File: config.mk
export PLATFORM = sky130hd
export DESIGN_NAME = rom_access_ctrl_flat
export DESIGN_NICKNAME = d
export VERILOG_FILES = /design/src/rtl/rom_access_ctrl_if.sv /design/src/rtl/rom_access_ctrl.sv /design/src/flat_wrapper.sv
export SDC_FILE = /design/constraint.sdc
export NUM_CORES = 1
export LEC_CHECK = 0
export ABC_AREA = 0
export BUFFER_PORTS_ARGS = -buffer_cell sky130_fd_sc_hd__buf_2
export CAP_MARGIN = 20
export CORE_AREA = 4 4 41 43
export CTS_CLUSTER_SIZE = 10
export DETAILED_ROUTE_END_ITERATION = 16
export DIE_AREA = 0 0 45 47
export GPL_TIMING_DRIVEN = 0
export PLACE_DENSITY = 0.75
export SLEW_MARGIN = 10
export SYNTH_ARGS = -nofsm -noshare
export SYNTH_HDL_FRONTEND = slang
export SYNTH_SLANG_ARGS = --single-unit
File: constraint.sdc
create_clock -name clk -period 1.2 [get_ports clk]
set_input_delay 0.06 -clock clk [delete_from_list [all_inputs] [get_ports clk]]
set_output_delay 0.06 -clock clk [all_outputs]
set_load 0.01 [all_outputs]
File: src/rtl/rom_access_ctrl_if.sv
// Client and memory-port signal bundle for rom_access_ctrl.
// The slave side is the controller; the master side is the clients plus the memory macro.
interface rom_access_ctrl_if #(
    parameter int DW = 2,
    parameter int AW = 2
);
    logic          init_req;
    logic          req0;
    logic          req1;
    logic          we0;
    logic          we1;
    logic [AW-1:0] addr0;
    logic [AW-1:0] addr1;
    logic [DW-1:0] wdata0;
    logic [DW-1:0] wdata1;
    logic          gnt0;
    logic          gnt1;
    logic          rvalid0;
    logic          rvalid1;
    logic [DW-1:0] rdata0;
    logic [DW-1:0] rdata1;
    logic          busy;
    logic          mem_we;
    logic [AW-1:0] mem_addr;
    logic [DW-1:0] mem_wdata;
    logic [DW-1:0] mem_rdata;

    modport slave (
        input  init_req, req0, req1, we0, we1, addr0, addr1, wdata0, wdata1, mem_rdata,
        output gnt0, gnt1, rvalid0, rvalid1, rdata0, rdata1, busy, mem_we, mem_addr, mem_wdata
    );

    modport master (
        output init_req, req0, req1, we0, we1, addr0, addr1, wdata0, wdata1, mem_rdata,
        input  gnt0, gnt1, rvalid0, rvalid1, rdata0, rdata1, busy, mem_we, mem_addr, mem_wdata
    );
endinterface

File: src/rtl/rom_access_ctrl.sv
// Fills the lookup memory with entry==address, then round-robins one access per cycle between two clients.
// Grant is same-cycle, read data one cycle later; a losing requester simply holds its request.
module rom_access_ctrl #(
    parameter int DW = 2,
    parameter int AW = 2
) (
    input  logic               clk,
    input  logic               reset,
    rom_access_ctrl_if.slave   bus
);
    typedef enum logic {INIT, RUN} state_t;

    localparam logic [AW-1:0] LAST_ADDR = '1;

    state_t        state, state_nxt;
    logic [AW-1:0] init_cnt, init_cnt_nxt;
    logic          last, last_nxt;
    logic          rd_pend0, rd_pend1;
    logic          gnt0_c, gnt1_c;
    logic          busy_c;
    logic          mem_we_c;
    logic [AW-1:0] mem_addr_c;
    logic [DW-1:0] mem_wdata_c;

    always_ff @(posedge clk) begin
        if (!reset) begin
            state    <= INIT;
            init_cnt <= '0;
            last     <= 1'b1;
            rd_pend0 <= 1'b0;
            rd_pend1 <= 1'b0;
        end else begin
            state    <= state_nxt;
            init_cnt <= init_cnt_nxt;
            last     <= last_nxt;
            rd_pend0 <= gnt0_c & ~bus.we0;
            rd_pend1 <= gnt1_c & ~bus.we1;
        end
    end

    always_comb begin
        state_nxt    = state;
        init_cnt_nxt = init_cnt;
        last_nxt     = last;
        gnt0_c       = 1'b0;
        gnt1_c       = 1'b0;
        busy_c       = 1'b0;
        mem_we_c     = 1'b0;
        mem_addr_c   = '0;
        mem_wdata_c  = '0;
        case (state)
            INIT: begin
                busy_c       = 1'b1;
                mem_we_c     = 1'b1;
                mem_addr_c   = init_cnt;
                mem_wdata_c  = DW'(init_cnt);
                init_cnt_nxt = init_cnt + AW'(1);
                if (init_cnt == LAST_ADDR) begin
                    state_nxt = RUN;
                end
            end
            RUN: begin
                if (bus.init_req) begin
                    state_nxt    = INIT;
                    init_cnt_nxt = '0;
                end else if (bus.req0 && (!bus.req1 || last)) begin
                    // Under contention the requester that did not win last time goes first.
                    gnt0_c      = 1'b1;
                    last_nxt    = 1'b0;
                    mem_we_c    = bus.we0;
                    mem_addr_c  = bus.addr0;
                    mem_wdata_c = bus.wdata0;
                end else if (bus.req1) begin
                    gnt1_c      = 1'b1;
                    last_nxt    = 1'b1;
                    mem_we_c    = bus.we1;
                    mem_addr_c  = bus.addr1;
                    mem_wdata_c = bus.wdata1;
                end
            end
            default: state_nxt = INIT;
        endcase
        // While reset is held every output sits at its reset value, so no write or grant leaks out.
        if (!reset) begin
            gnt0_c      = 1'b0;
            gnt1_c      = 1'b0;
            busy_c      = 1'b1;
            mem_we_c    = 1'b0;
            mem_addr_c  = '0;
            mem_wdata_c = '0;
        end
    end

    assign bus.gnt0      = gnt0_c;
    assign bus.gnt1      = gnt1_c;
    assign bus.busy      = busy_c;
    assign bus.mem_we    = mem_we_c;
    assign bus.mem_addr  = mem_addr_c;
    assign bus.mem_wdata = mem_wdata_c;
    assign bus.rvalid0   = rd_pend0 & reset;
    assign bus.rvalid1   = rd_pend1 & reset;
    assign bus.rdata0    = bus.rvalid0 ? bus.mem_rdata : '0;
    assign bus.rdata1    = bus.rvalid1 ? bus.mem_rdata : '0;
endmodule

File: src/flat_wrapper.sv
// flat-port wrapper written by rule: the top's interface ports become plain ports
module rom_access_ctrl_flat 
#(
    parameter int DW = 2,
    parameter int AW = 2
)
  (clk, reset, bus_init_req, bus_req0, bus_req1, bus_we0, bus_we1, bus_addr0, bus_addr1, bus_wdata0, bus_wdata1, bus_mem_rdata, bus_gnt0, bus_gnt1, bus_rvalid0, bus_rvalid1, bus_rdata0, bus_rdata1, bus_busy, bus_mem_we, bus_mem_addr, bus_mem_wdata);
  rom_access_ctrl_if #(.DW(DW), .AW(AW)) bus_i ();
  input  logic clk;
  input  logic reset;
  input wire logic [$bits(bus_i.init_req)-1:0] bus_init_req;
  input wire logic [$bits(bus_i.req0)-1:0] bus_req0;
  input wire logic [$bits(bus_i.req1)-1:0] bus_req1;
  input wire logic [$bits(bus_i.we0)-1:0] bus_we0;
  input wire logic [$bits(bus_i.we1)-1:0] bus_we1;
  input wire logic [$bits(bus_i.addr0)-1:0] bus_addr0;
  input wire logic [$bits(bus_i.addr1)-1:0] bus_addr1;
  input wire logic [$bits(bus_i.wdata0)-1:0] bus_wdata0;
  input wire logic [$bits(bus_i.wdata1)-1:0] bus_wdata1;
  input wire logic [$bits(bus_i.mem_rdata)-1:0] bus_mem_rdata;
  output wire logic [$bits(bus_i.gnt0)-1:0] bus_gnt0;
  output wire logic [$bits(bus_i.gnt1)-1:0] bus_gnt1;
  output wire logic [$bits(bus_i.rvalid0)-1:0] bus_rvalid0;
  output wire logic [$bits(bus_i.rvalid1)-1:0] bus_rvalid1;
  output wire logic [$bits(bus_i.rdata0)-1:0] bus_rdata0;
  output wire logic [$bits(bus_i.rdata1)-1:0] bus_rdata1;
  output wire logic [$bits(bus_i.busy)-1:0] bus_busy;
  output wire logic [$bits(bus_i.mem_we)-1:0] bus_mem_we;
  output wire logic [$bits(bus_i.mem_addr)-1:0] bus_mem_addr;
  output wire logic [$bits(bus_i.mem_wdata)-1:0] bus_mem_wdata;
  assign bus_i.init_req = bus_init_req;
  assign bus_i.req0 = bus_req0;
  assign bus_i.req1 = bus_req1;
  assign bus_i.we0 = bus_we0;
  assign bus_i.we1 = bus_we1;
  assign bus_i.addr0 = bus_addr0;
  assign bus_i.addr1 = bus_addr1;
  assign bus_i.wdata0 = bus_wdata0;
  assign bus_i.wdata1 = bus_wdata1;
  assign bus_i.mem_rdata = bus_mem_rdata;
  assign bus_gnt0 = bus_i.gnt0;
  assign bus_gnt1 = bus_i.gnt1;
  assign bus_rvalid0 = bus_i.rvalid0;
  assign bus_rvalid1 = bus_i.rvalid1;
  assign bus_rdata0 = bus_i.rdata0;
  assign bus_rdata1 = bus_i.rdata1;
  assign bus_busy = bus_i.busy;
  assign bus_mem_we = bus_i.mem_we;
  assign bus_mem_addr = bus_i.mem_addr;
  assign bus_mem_wdata = bus_i.mem_wdata;
  rom_access_ctrl #(.DW(DW), .AW(AW)) u_core (.clk(clk), .reset(reset), .bus(bus_i));
endmodule
==> reports/qor.txt <==
status -> finished, violations left
failing checks -> setup timing
crit path kind -> flip-flop to primary output
commonest non-fill, non-tap cells in the layout -> buf_2, nand2_1, nand3_1
post-synth cell types -> 23
Fill cells -> 130
final worst-path setup slack -> -0.1182 ns
DP Area -> 595.6 sq um
IO Count -> 31
root buf cell -> clkbuf_4
Least-Margin Pin Slew -> 0.3798 ns
GP Congestion -> 0.7864
Final Hold Fails -> 0
Max-cap violations -> 0
arrival time worst endpoint -> 1.26 ns
vias in the first global route -> 464
Routed wire per std cell -> 12.82 um
first-pass GRT wire length -> 1945 um
layout cell share with drive strength beyond 1 -> 55.79%
Synth Net Count -> 74
via count -> 567
antenna viol nets, final -> 0
Max-slew headroom -> 74.68%
crit-path cells -> a21boi_4, buf_6, nand2_2, a31oi_1, buf_2
residual overflow from global routing -> 0
Worst Hold Slack -> 0.1392 ns
GRT Total Usage -> 13.06%
gate count of the mapped netlist -> 56
number of setup violations in the final report -> 6
Pre-antenna DRT Iters -> 4
Fmax achieved -> 758.6 MHz
core area -> 0.001301 sq mm
# rows -> 13
most common cell after layout, fill and taps aside -> buf_2
post-synthesis average cell area -> 7.619 sq um
Ys Warns -> 0
Syn Std Cell Area -> 426.7 sq um
largest net degree at the start of global routing -> 11
worst hold path class -> primary input to flip-flop
CTS tree -> yes
die width -> 45 um
Total Wirelength -> 1410 um
initial antenna violation count -> 0
crit-path max cell delay -> 0.35 ns
Die Span Y -> 47 um
Total Neg Setup Slack -> -0.4812 ns
Layout area overhead -> 71.26%
Final Max Slew Viols -> 0
starting density of the core -> 32.79%
fin crit period -> 1.318 ns
vias per std cell -> 5.155
htree depth -> 1
Fin Clk Skew -> 0.0001307 ns
design area -> 730.7 sq um
slowest stage cell, crit path -> dfxtp_4
Req. time, crit path -> 1.14 ns
Tcrit/Tclk final -> 109.9%
DRC violations left -> 0
Power Dens Cells -> 804.0 mW/mm^2
Die Area -> 0.002115 sq mm
Largest delay share family, worst path -> flip-flops
clk buf depth -> 2
Worst Path Buf+Inv -> 2
Peak VDD IR -> 509.0 uV
CP startpoint kind -> flip-flop
Critical Path Fanout Max -> 6
post-DP HPWL -> 978.4 um
number of nets in the layout -> 115
initial drt markers -> 6
Num CTS Buffers -> 3
endpoint class of the critical path -> primary output
worst skew pair latency -> 0.25 ns
clock transition at the registers of the reported paths -> 0.05 ns
P_leak -> 0.3868 nW
IO buf count -> 30
CTS sink count -> 6
synthesized flop and latch total -> 6
ANT cells -> 0
unrepaired setup endpoints after global routing -> yes
Seq/Total Area, Yosys -> 28.15%
power by group:
| group | switching (mW) | total (mW) | internal (mW) |
|---|---|---|---|
| combinational | 0.0780 | 0.166 | 0.0879 |
| sequential | 0.0166 | 0.226 | 0.209 |
| clock | 0.0817 | 0.195 | 0.114 |
cells in the mapped netlist:
| master | instances | area (sq um) |
|---|---|---|
| dfxtp_1 | 6 | 120.1 |
| and2_1 | 2 | 12.51 |
| and2b_1 | 2 | 15.01 |
| nor2_1 | 2 | 7.510 |
| o21ai_0 | 2 | 10.01 |
| a21boi_4 | 1 | 18.77 |
| a21boi_0 | 1 | 7.510 |
| nand3_1 | 5 | 25.02 |
| and3_4 | 1 | 11.26 |
| and3_1 | 4 | 25.02 |
| o21ai_1 | 1 | 5.000 |
| a21boi_1 | 3 | 22.52 |
| clkbuf_1 | 2 | 7.510 |
| nor2b_1 | 2 | 12.51 |
| nand2b_1 | 4 | 25.02 |
| and3_2 | 1 | 7.510 |
| nand2_1 | 7 | 26.28 |
| a21oi_1 | 2 | 10.01 |
| ha_1 | 1 | 12.51 |
| o21a_1 | 1 | 7.510 |
| nor3_1 | 1 | 5.000 |
| nand3b_1 | 1 | 7.510 |
| a31oi_1 | 4 | 25.02 |
worst min-delay path, stage by stage:
cell and delay [ns]:
buf_2 0.11, nand3b_1 0.10, a21boi_0 0.07
path summary, 6_finish.rpt:
check | from | end | slack [ns] | cells after the start
setup / recovery | u_core.last | bus_mem_wdata[1] | -0.12 | 5
hold reg to reg | u_core.init_cnt[1] | u_core.init_cnt[1] | 0.58 | 2
setup reg to reg | u_core.last | u_core.rd_pend1 | 0.12 | 4
hold / removal | bus_init_req | u_core.init_cnt[1] | 0.14 | 3
registers in the layout (all words and copies together), names as in the netlist:
name,flops
u_core.rd_pend0,1
u_core.rd_pend1,1
u_core.init_cnt,2
u_core.state,1
u_core.last,1
layout make-up:
class / instances / area [sq um] / area share [%]
clock buffers: 3 / 22.52 / 3.082
flip-flops and latches: 6 / 125.1 / 17.12
multi-input cells: 48 / 339.1 / 46.40
plain buffers: 2 / 17.52 / 2.397
well taps: 15 / 18.77 / 2.568
repair buffers: 36 / 207.7 / 28.42
per-stage QoR:
stage               std cells  total power [mW]  setup WS, ns  util (%)
finish                    110            0.5875       -0.1182     56.15
global placement          101            0.3486       0.06470     45.77
global route              110            0.6217       -0.1732     56.15
floorplan                  56            0.2940        0.2109         -
detailed placement        101            0.3541       0.06563     45.77
CTS                       108            0.5749      -0.04270     53.75
logic make-up after synthesis:
kind of cell	synth area share, %
and+or+nand+nor	42.23
buffers and inverters	1.760
adders and majority gates	2.932
DFF	28.15
AOI/OAI and AO/OA	24.93
timing repair:
action | in CTS | in global routing
resized for setup | 15 | 5
setup endpoints to repair | 7 | 7
endpoints found under the hold margin | 1 | 0
hold buffers | 1 | 0
pin swaps | 7 | 6
buffers inserted | 3 | 2
routing by layer:
layer	GRT usage, %	wire (um)	share of wire (%)	up-vias
li1	-	-	-	280
met1	15.56	523	37	261
met2	21.75	726	51	22
met3	6.513	131	9.3	4
met4	1.754	28	2.0	0
met5	0	0	0	-
(Power assumes the default switching activity.)
